==> src/rtl/viterbi_frame_ctrl_if.sv <==
// Channel, decoder-side and output signals of viterbi_frame_ctrl.
// slave = controller view, master = channel/decoder/sink view.
interface viterbi_frame_ctrl_if;
    logic in_bit;
    logic in_valid;
    logic dec_rst_n;
    logic dec_x;
    logic dec_phase;
    logic dec_y;
    logic out_bit;
    logic out_valid;
    logic frame_done;
    logic abort;
    logic busy;

    modport slave (
        input  in_bit, in_valid, dec_y,
        output dec_rst_n, dec_x, dec_phase, out_bit, out_valid, frame_done, abort, busy
    );

    modport master (
        output in_bit, in_valid, dec_y,
        input  dec_rst_n, dec_x, dec_phase, out_bit, out_valid, frame_done, abort, busy
    );
endinterface

==> src/rtl/viterbi_frame_ctrl.sv <==
// Frame sequencer for the viterbi decoder: sync hunt, coded-bit forwarding, trellis flush, capture.
// Define VFC_SYNC_TOL_EN to accept sync words with at most one bit error.
module viterbi_frame_ctrl #(
    parameter int unsigned         SYNC_LEN   = 8,
    parameter logic [SYNC_LEN-1:0] SYNC_WORD  = 8'b1011_0001,
    parameter int unsigned         FRAME_BITS = 64,
    parameter int unsigned         TAIL_BITS  = 2,
    parameter int unsigned         DEC_LAT    = 16
) (
    input logic                 clk,
    input logic                 reset,
    viterbi_frame_ctrl_if.slave bus
);
    localparam int unsigned P_W = $clog2(FRAME_BITS + DEC_LAT + 1);
    localparam int unsigned K_W = $clog2(FRAME_BITS + 1);
    localparam logic [P_W-1:0] LAST_CH_PAIR = P_W'(FRAME_BITS + TAIL_BITS - 1);
    localparam logic [P_W-1:0] LAT          = P_W'(DEC_LAT);
    localparam logic [K_W-1:0] LAST_K       = K_W'(FRAME_BITS - 1);

    typedef enum logic [1:0] {HUNT, LOAD, DRAIN} state_e;

    state_e              state_q, state_d;
    logic [SYNC_LEN-2:0] hist_q, hist_d;    // the current in_bit completes the window
    logic [P_W-1:0]      p_q, p_d;
    logic [K_W-1:0]      k_q, k_d;
    logic                ph_q, ph_d;        // phase of the next bit to forward
    logic                dec_rst_n_q, dec_rst_n_d;
    logic                dec_x_q, dec_x_d;
    logic                dec_phase_q, dec_phase_d;
    logic                out_bit_q, out_bit_d;
    logic                out_valid_q, out_valid_d;
    logic                frame_done_q, frame_done_d;
    logic                abort_q, abort_d;
    logic                busy_q, busy_d;

    logic [SYNC_LEN-1:0] window;
    logic                sync_hit;

    assign window = {hist_q, bus.in_bit};

`ifdef VFC_SYNC_TOL_EN
    logic [SYNC_LEN-1:0] diff;
    assign diff     = window ^ SYNC_WORD;
    // Clearing the lowest set bit leaves zero only for distance 0 or 1.
    assign sync_hit = (diff & (diff - SYNC_LEN'(1))) == '0;
`else
    assign sync_hit = (window == SYNC_WORD);
`endif

    always_comb begin
        // NOTE: every _d gets a default first, so no path through the case infers a latch.
        state_d      = state_q;
        hist_d       = hist_q;
        p_d          = p_q;
        k_d          = k_q;
        ph_d         = ph_q;
        dec_x_d      = 1'b0;
        dec_phase_d  = 1'b0;
        out_bit_d    = 1'b0;
        out_valid_d  = 1'b0;
        frame_done_d = 1'b0;
        abort_d      = 1'b0;

        case (state_q)
            HUNT: begin
                if (bus.in_valid) begin
                    hist_d = window[SYNC_LEN-2:0];
                    if (sync_hit) begin
                        state_d = LOAD;
                        hist_d  = '0;
                        p_d     = '0;
                        k_d     = '0;
                        ph_d    = 1'b0;
                    end
                end
            end
            LOAD, DRAIN: begin
                if (state_q == LOAD && !bus.in_valid) begin
                    // A gap in the channel drops the frame; this wins over any capture.
                    state_d = HUNT;
                    hist_d  = '0;
                    abort_d = 1'b1;
                end else begin
                    dec_x_d     = (state_q == LOAD) ? bus.in_bit : 1'b0;
                    dec_phase_d = ph_q;
                    ph_d        = ~ph_q;
                    if (state_q == LOAD && ph_q && p_q == LAST_CH_PAIR) begin
                        state_d = DRAIN;
                    end
                    // p_q is the pair now on dec_x; it advances once its second bit has been shown.
                    if (dec_phase_q) begin
                        p_d = p_q + P_W'(1);
                        if (p_q >= LAT) begin
                            out_bit_d   = bus.dec_y;
                            out_valid_d = 1'b1;
                            k_d         = k_q + K_W'(1);
                            if (k_q == LAST_K) begin
                                frame_done_d = 1'b1;
                                state_d      = HUNT;
                                dec_x_d      = 1'b0;
                                dec_phase_d  = 1'b0;
                            end
                        end
                    end
                end
            end
            default: state_d = HUNT;
        endcase

        dec_rst_n_d = (state_d != HUNT);
        busy_d      = (state_d != HUNT);
    end

    // NOTE: sequential state uses non-blocking assignments so every flop samples pre-edge values.
    always_ff @(posedge clk) begin
        if (!reset) begin
            state_q      <= HUNT;
            hist_q       <= '0;
            p_q          <= '0;
            k_q          <= '0;
            ph_q         <= 1'b0;
            dec_rst_n_q  <= 1'b0;
            dec_x_q      <= 1'b0;
            dec_phase_q  <= 1'b0;
            out_bit_q    <= 1'b0;
            out_valid_q  <= 1'b0;
            frame_done_q <= 1'b0;
            abort_q      <= 1'b0;
            busy_q       <= 1'b0;
        end else begin
            state_q      <= state_d;
            hist_q       <= hist_d;
            p_q          <= p_d;
            k_q          <= k_d;
            ph_q         <= ph_d;
            dec_rst_n_q  <= dec_rst_n_d;
            dec_x_q      <= dec_x_d;
            dec_phase_q  <= dec_phase_d;
            out_bit_q    <= out_bit_d;
            out_valid_q  <= out_valid_d;
            frame_done_q <= frame_done_d;
            abort_q      <= abort_d;
            busy_q       <= busy_d;
        end
    end

    assign bus.dec_rst_n  = dec_rst_n_q;
    assign bus.dec_x      = dec_x_q;
    assign bus.dec_phase  = dec_phase_q;
    assign bus.out_bit    = out_bit_q;
    assign bus.out_valid  = out_valid_q;
    assign bus.frame_done = frame_done_q;
    assign bus.abort      = abort_q;
    assign bus.busy       = busy_q;
endmodule

==> src/flat_wrapper.sv <==
// flat-port wrapper written by rule: the top's interface ports become plain ports
module viterbi_frame_ctrl_flat 
#(
    parameter int unsigned         SYNC_LEN   = 8,
    parameter logic [SYNC_LEN-1:0] SYNC_WORD  = 8'b1011_0001,
    parameter int unsigned         FRAME_BITS = 64,
    parameter int unsigned         TAIL_BITS  = 2,
    parameter int unsigned         DEC_LAT    = 16
)
  (clk, reset, bus_in_bit, bus_in_valid, bus_dec_y, bus_dec_rst_n, bus_dec_x, bus_dec_phase, bus_out_bit, bus_out_valid, bus_frame_done, bus_abort, bus_busy);
  viterbi_frame_ctrl_if bus_i ();
  input logic clk;
  input logic reset;
  input wire logic [$bits(bus_i.in_bit)-1:0] bus_in_bit;
  input wire logic [$bits(bus_i.in_valid)-1:0] bus_in_valid;
  input wire logic [$bits(bus_i.dec_y)-1:0] bus_dec_y;
  output wire logic [$bits(bus_i.dec_rst_n)-1:0] bus_dec_rst_n;
  output wire logic [$bits(bus_i.dec_x)-1:0] bus_dec_x;
  output wire logic [$bits(bus_i.dec_phase)-1:0] bus_dec_phase;
  output wire logic [$bits(bus_i.out_bit)-1:0] bus_out_bit;
  output wire logic [$bits(bus_i.out_valid)-1:0] bus_out_valid;
  output wire logic [$bits(bus_i.frame_done)-1:0] bus_frame_done;
  output wire logic [$bits(bus_i.abort)-1:0] bus_abort;
  output wire logic [$bits(bus_i.busy)-1:0] bus_busy;
  assign bus_i.in_bit = bus_in_bit;
  assign bus_i.in_valid = bus_in_valid;
  assign bus_i.dec_y = bus_dec_y;
  assign bus_dec_rst_n = bus_i.dec_rst_n;
  assign bus_dec_x = bus_i.dec_x;
  assign bus_dec_phase = bus_i.dec_phase;
  assign bus_out_bit = bus_i.out_bit;
  assign bus_out_valid = bus_i.out_valid;
  assign bus_frame_done = bus_i.frame_done;
  assign bus_abort = bus_i.abort;
  assign bus_busy = bus_i.busy;
  viterbi_frame_ctrl #(.SYNC_LEN(SYNC_LEN), .SYNC_WORD(SYNC_WORD), .FRAME_BITS(FRAME_BITS), .TAIL_BITS(TAIL_BITS), .DEC_LAT(DEC_LAT)) u_core (.clk(clk), .reset(reset), .bus(bus_i));
endmodule
==> config.mk <==
export PLATFORM = sky130hd
export DESIGN_NAME = viterbi_frame_ctrl_flat
export DESIGN_NICKNAME = d
export VERILOG_FILES = /design/src/rtl/viterbi_frame_ctrl_if.sv /design/src/rtl/viterbi_frame_ctrl.sv /design/src/flat_wrapper.sv
export SDC_FILE = /design/constraint.sdc
export NUM_CORES = 1
export LEC_CHECK = 0
export BUFFER_PORTS_ARGS = -buffer_cell sky130_fd_sc_hd__buf_2
export CELL_PAD_IN_SITES_DETAIL_PLACEMENT = 2
export CELL_PAD_IN_SITES_GLOBAL_PLACEMENT = 2
export CORE_MARGIN = 1
export CORE_UTILIZATION = 39
export DETAILED_ROUTE_END_ITERATION = 7
export PLACE_DENSITY_LB_ADDON = 0.1
export SYNTH_ARGS = -nofsm -noshare
export SYNTH_HDL_FRONTEND = slang
export SYNTH_SLANG_ARGS = --single-unit
==> constraint.sdc <==
create_clock -name clk -period 4.57 [get_ports clk]
set_clock_uncertainty 0.05 [all_clocks]
set_input_delay 0.457 -clock clk [delete_from_list [all_inputs] [get_ports clk]]
set_output_delay 0.457 -clock clk [all_outputs]
set_load 0.05 [all_outputs]
## Yosys cells after proc, flatten, opt, wreduce, memory -nomap -nowiden

Cells that the tools add are included.
Widths: inputs -> output; s select.

- Bits of input ports: 5
- Word-level logic and storage cells: 82
- Bits in registers: 31
- Output and inout port bits: 8

- Bitwise logic cells: 5
- $lt $le $gt $ge: 1
- Multiplexer cells: 35
- Reduce and logical (&&, ||, !) cells: 16
- $add $sub $neg: 2
- Eq/ne operators: 11

Operators by type and width:

| operator | count |
|---|---|
| $mux 7 | 10 |
| $pmux 7 s2 | 3 |
| $add 7x1->7 const B | 2 |
| $mux 2 | 7 |
| $mux 1 | 13 |
| $eq 8x8->1 const B | 1 |
| $ne 2x1->1 const B | 4 |
| $eq 7x6->1 const B | 1 |
| $eq 7x7->1 const B | 1 |
| $ge 7x5->1 const B | 1 |
| $reduce_and 6->1 | 1 |
| $not 1->1 | 5 |
| $reduce_and 5->1 | 1 |
| $reduce_or 5->1 | 1 |
| $ne 2x2->1 const B | 2 |
| $pmux 2 s2 | 1 |
| $reduce_and 4->1 | 1 |
| $reduce_bool 2->1 | 2 |
| $reduce_or 4->1 | 1 |
| $logic_and 1x1->1 | 3 |
| $reduce_and 3->1 | 1 |
| $reduce_or 3->1 | 1 |
| $eq 2x1->1 const B | 1 |
| $eq 2x2->1 const B | 1 |
| 5 further kinds | 5 |

## Logic depth before layout (Yosys ltp)

- Depth in word-level cells: 10
- Gate-level depth with buffers: 7
- Depth with buffers taken out: 6

## Worst setup path before layout

No wires, ideal clock.

- Path type: register to register
- From: reg u_core.dec_phase_q, in the netlist u_core.bus.dec_phase
- To: reg u_core.busy_q, in the netlist u_core.bus.busy
- Path buffers: 0
- Setup slack: 2604 ps
- Required time: 4400 ps
- Setup time: 120 ps
- Cell stages (with the launch flop): 5
- Arrival time: 1797 ps
- Period minus slack after synthesis: 1966 ps
- Cell sequence: dfxtp_1 > o31ai_1 > o311ai_1 > o21ai_0 > a211o_1

- Cells in the longest elaborated chain, start to end: 4

Ends and longest elaborated chain:

| item | line | text |
|---|---|---|
| start, declared | viterbi_frame_ctrl.sv:29 | `logic dec_phase_q, dec_phase_d;` |
| start signal, assigned | viterbi_frame_ctrl.sv:138 | `dec_phase_q <= dec_phase_d;` |
| $mux 2 | viterbi_frame_ctrl.sv:91 | `if (dec_phase_q) begin` |
| $mux 2 | viterbi_frame_ctrl.sv:78 | `if (state_q == LOAD && !bus.in_valid) begin` |
| $pmux 2 s2 | viterbi_frame_ctrl.sv:64 | `case (state_q)` |
| $reduce_bool 2->1 | viterbi_frame_ctrl.sv:111 | `busy_d = (state_d != HUNT);` |
| end signal, assigned | viterbi_frame_ctrl.sv:143 | `busy_q <= busy_d;` |
| end, declared | viterbi_frame_ctrl.sv:34 | `logic busy_q, busy_d;` |

No other way between the ends.
A chain may end at the register's enable or synchronous reset.

## Worst setup path in the final report

- From: reg u_core.state_q[0]
- To: reg u_core.p_q[4]

- Cells in the longest elaborated chain, start to end: 4
- Elaborated cells between the ends (all ways): 12
- Classes of those cells: 6 x eq/ne; 1 x mux; 5 x reduce/logical

Ends and longest elaborated chain:

| item | line | text |
|---|---|---|
| start, declared | viterbi_frame_ctrl.sv:22 | `state_e state_q, state_d;` |
| start signal, assigned | viterbi_frame_ctrl.sv:131 | `state_q <= state_d;` |
| $eq 2x2->1 / $eq 2x1->1 (equally long branches) | viterbi_frame_ctrl.sv:64, viterbi_frame_ctrl.sv:78 |  |
| $reduce_or 2->1 / $logic_and 1x1->1 (equally long branches) | viterbi_frame_ctrl.sv:64, viterbi_frame_ctrl.sv:78 |  |
| $ne 2x1->1 (no line), or another cell as far along | - |  |
| $reduce_and 5->1 (no line) | - |  |
| end signal, assigned | viterbi_frame_ctrl.sv:133 | `p_q <= p_d;` |
| end, declared | viterbi_frame_ctrl.sv:24 | `logic [P_W-1:0] p_q, p_d;` |

Parallel ways exist; a longest one is shown, timed or not.

==> results.md <==
- Outcome: complete, no violations
- Most frequent cell after synthesis: dfxtp_1
- Switching pwr: 0.123 mW
- DRT Wirelength: 4640 um
- R2r worst-path depth: 6
- CTS clk-pin slew, worst paths: approximately 70 ps
- Vias/cell: 5.92
- Internal power: 0.453 mW
- Initial antenna violation count: 0
- Largest net degree at the start of global routing: 23
- RSZ-0062 raised after global routing: false
- Ant diodes: 0
- Crit path buffers/inverters: 1
- Detail Route Antenna Nets: 0
- Crit path depth: 6
- Site row count: 23
- Syn Inst Count: 187
- DRC: 0
- Clock power frac: 0.499
- Max Fclk: 0.377 GHz
- Sw Ratio: 0.213
- Relative slew slack: 0.429
- Share of cells above drive strength 1: 0.141
- Period minus WS final: 2650 ps
- Top delay family on crit path: compound AO/OA/AOI/OAI gates
- Finished Layout Cells: 248
- H-tree level count: 2
- Initial Util: 0.410
- Global-route wire length before repair: 7700 um
- Synth warnings: 0
- Reg2reg start: u_core.state_q[0]
- Critical path, cell by cell: inv_1 > ha_1 > and3b_1 > a31oi_1 > o311ai_0 > o31ai_1
- Die area: 4500 sq um
- RePlAce Congestion: between 0.8 and 0.9
- Worst ir drop on vdd: 0.163 mV
- Setup violations, final: 0
- Cells taking the most area after synthesis: dfxtp_1 38%, ha_1 5.3%, nand2_1 4.3%
- Grt ovf: 0
- Min-Delay Path Depth: 2
- CP max-delay cell: ha_1
- Layout area overhead: 12.1%
- Tightest Pin Transition: 843 ps
- TritonCTS clock tree: done
- Crit share post-route: 0.580
- Min-delay src: bus_dec_y
- Clock latency on the worst-skew pair: 290 ps
- Post_cts resized: 0
- Crit Reg-Reg Endpoint: u_core.p_q[4]
- IO Pins: 13
- Most frequent cells after synthesis: 31 x dfxtp_1, 19 x nand2_1, 10 x inv_1
- CP Launch Type: flop
- Cell Area, Synth: 1650 sq um
- DP Cell Count: 240
- Max incr delay on CP: 720 ps
- Number of synthesized flops with an enable pin: 0
- Final Hold Viols: 0
- Seq/Total Area, Yosys: 0.376
- First DRT Iteration DRCs: 40
- WP data arrival: 2800 ps
- R2R Setup Slk: 1920 ps
- Clock Tree Buf Depth: 2
- Dpl hpwl: 3370 um
- Kind of critical path: reg2reg
- Worst setup EP type: flop
- Vias in the first global route: 1612
- Area leader, netlist: dfxtp_1
- 1st-pass router iterations: 4
- Num CTS Buffers: 5
- Hold_buf cts: 0
- Fillers: around 460
- I/O Buffers: 12
- Fin nets: 209
- Power Density: 311 nW/um^2
- CORE AREA: 4030 sq um
- Post-CTS Setup Inserts: 0
- Syn avg cell area: 8.83 sq um
- CP Data Required Time: 4720 ps
- #FFs+latches synth: 31
- Leakage power total: 0.666 nW
- Clock Tree Root: clkbuf_8
- Share of the synthesized area in the top cell type: 0.376
- Max-Cap Viols: 0
- Yosys cell types: 48
- Setup TNS Final: 0 ps
- Combinational Power Share: 0.028
- CTS Sinks: 31
- Die Y: 67.1 um
- Die width: 67.1 um
- Total number of vias: 1469
- Worst Hold Endpoint: u_core.bus.out_bit
- HP Class: in2reg
- Top_reg_cell synth: dfxtp_1
- Syn nets: 199
- DR WL/cell: 18.7 um
- Final Max Tran Viols: 0
- Sequential Power Share: 0.473
- Max Fanout on Critical Path: 22
- Ys async rst share: 0
- Gr usage total: 0.233
==> routing by layer <==
| layer | GRT usage | part of all wire | vias to the layer above |
|---|---|---|---|
| li1 | - | - | 711 |
| met1 | 0.265 | 0.45 | 737 |
| met2 | 0.415 | 0.51 | 15 |
| met3 | 0.0445 | 0.021 | 6 |
| met4 | 0.0984 | 0.017 | 0 |
| met5 | 0 | 0 | - |
==> cell families after synthesis <==
kind of cell | Yosys count | share of synthesized area
compound gates | 56 | 0.256
simple gates | 73 | 0.262
flops | 31 | 0.376
fa+ha+maj | 7 | 0.0531
mux | 1 | 0.00607
buf+inv | 19 | 0.0470
==> placed cells by master, fill, tap and decap left out, drive strengths merged, types with 2 or more instances in the layout <==
cell    Yosys  final
a21boi     11     11
a21oi       3      3
a31o        2      2
a31oi       7      7
and2        3      3
and4        3      3
and4b       2      2
buf         3     12
clkbuf      6      6
dfxtp      31     31
ha          7      7
inv        10     10
nand2      19     19
nand2b      5      5
nand3       7      7
nand3b      6      6
nand4       2      2
nor2        8      8
nor2b       2      2
nor3        2      2
o21a        6      6
o21ai       6      6
o21bai      2      2
o311ai      5      5
o31a        2      2
o31ai       6      6
or2         2      2
or3         2      2
or4         4      4
==> worst max path at each step <==
stage / from / endpoint / slack [ps]
3_3_place_gp: u_core.state_q[0] / u_core.p_q[4] / 2250
5_1_grt: u_core.state_q[0] / u_core.hist_q[3] / 1740
2_1_floorplan: u_core.bus.dec_phase / u_core.bus.busy / 2600
3_5_place_dp: u_core.state_q[0] / u_core.p_q[5] / 1900
4_1_cts: u_core.state_q[0] / u_core.p_q[1] / 1890
6_report: u_core.state_q[0] / u_core.p_q[4] / 1920
==> power by group through the flow <==
stage               registers [mW]  clock network [mW]  logic [mW]
detailed placement           0.278                   0      0.0164
CTS                          0.272               0.294      0.0166
floorplan                    0.278                   0      0.0109
global route                 0.272               0.304      0.0180
finish                       0.272               0.287      0.0163
global placement             0.278                   0      0.0148
==> sequential cells by signal, indices dropped and copies added (netlist names) <==
register and cells:
u_core.state_q 2, u_core.bus.busy 1, u_core.p_q 7, u_core.ph_q 1
u_core.k_q 7, u_core.bus.dec_phase 1, u_core.bus.dec_x 1, u_core.hist_q 7
u_core.bus.out_bit 1, u_core.bus.abort 1, u_core.bus.frame_done 1, u_core.bus.out_valid 1
==> worst reg2reg max path: stages (launching register included) <==
cell and delay, ps:
dfxtp_1 390, inv_1 110, ha_1 720, and3b_1 340, a31oi_1 580, o311ai_0 260
o31ai_1 110
==> metrics by stage <==
step / area, sq um / utilization / power, mW / worst slack (ps) / hold slack [ps]
floorplan: 1650 / - / 0.289 / 2600 / 376
global placement: 1730 / 0.430 / 0.293 / 2250 / 406
detailed placement: 1730 / 0.430 / 0.295 / 1900 / 412
CTS: 1850 / 0.459 / 0.583 / 1890 / 326
global route: 1850 / 0.459 / 0.594 / 1740 / 330
finish: 1850 / 0.459 / 0.575 / 1920 / 322
==> cell type report <==
| cell class | instances | area (sq um) | share of cell area |
|---|---|---|---|
| Clock inverter | 2 | 35.0 | 0.0189 |
| Clock buffer | 6 | 82.6 | 0.0446 |
| Timing Repair Buffer | 12 | 60.1 | 0.0325 |
| Multi-Input combinational cell | 137 | 952 | 0.515 |
| Inverter | 10 | 37.5 | 0.0203 |
| Tap cell | 50 | 62.6 | 0.0338 |
| Sequential cell | 31 | 621 | 0.335 |
(Power assumes the default switching activity.)
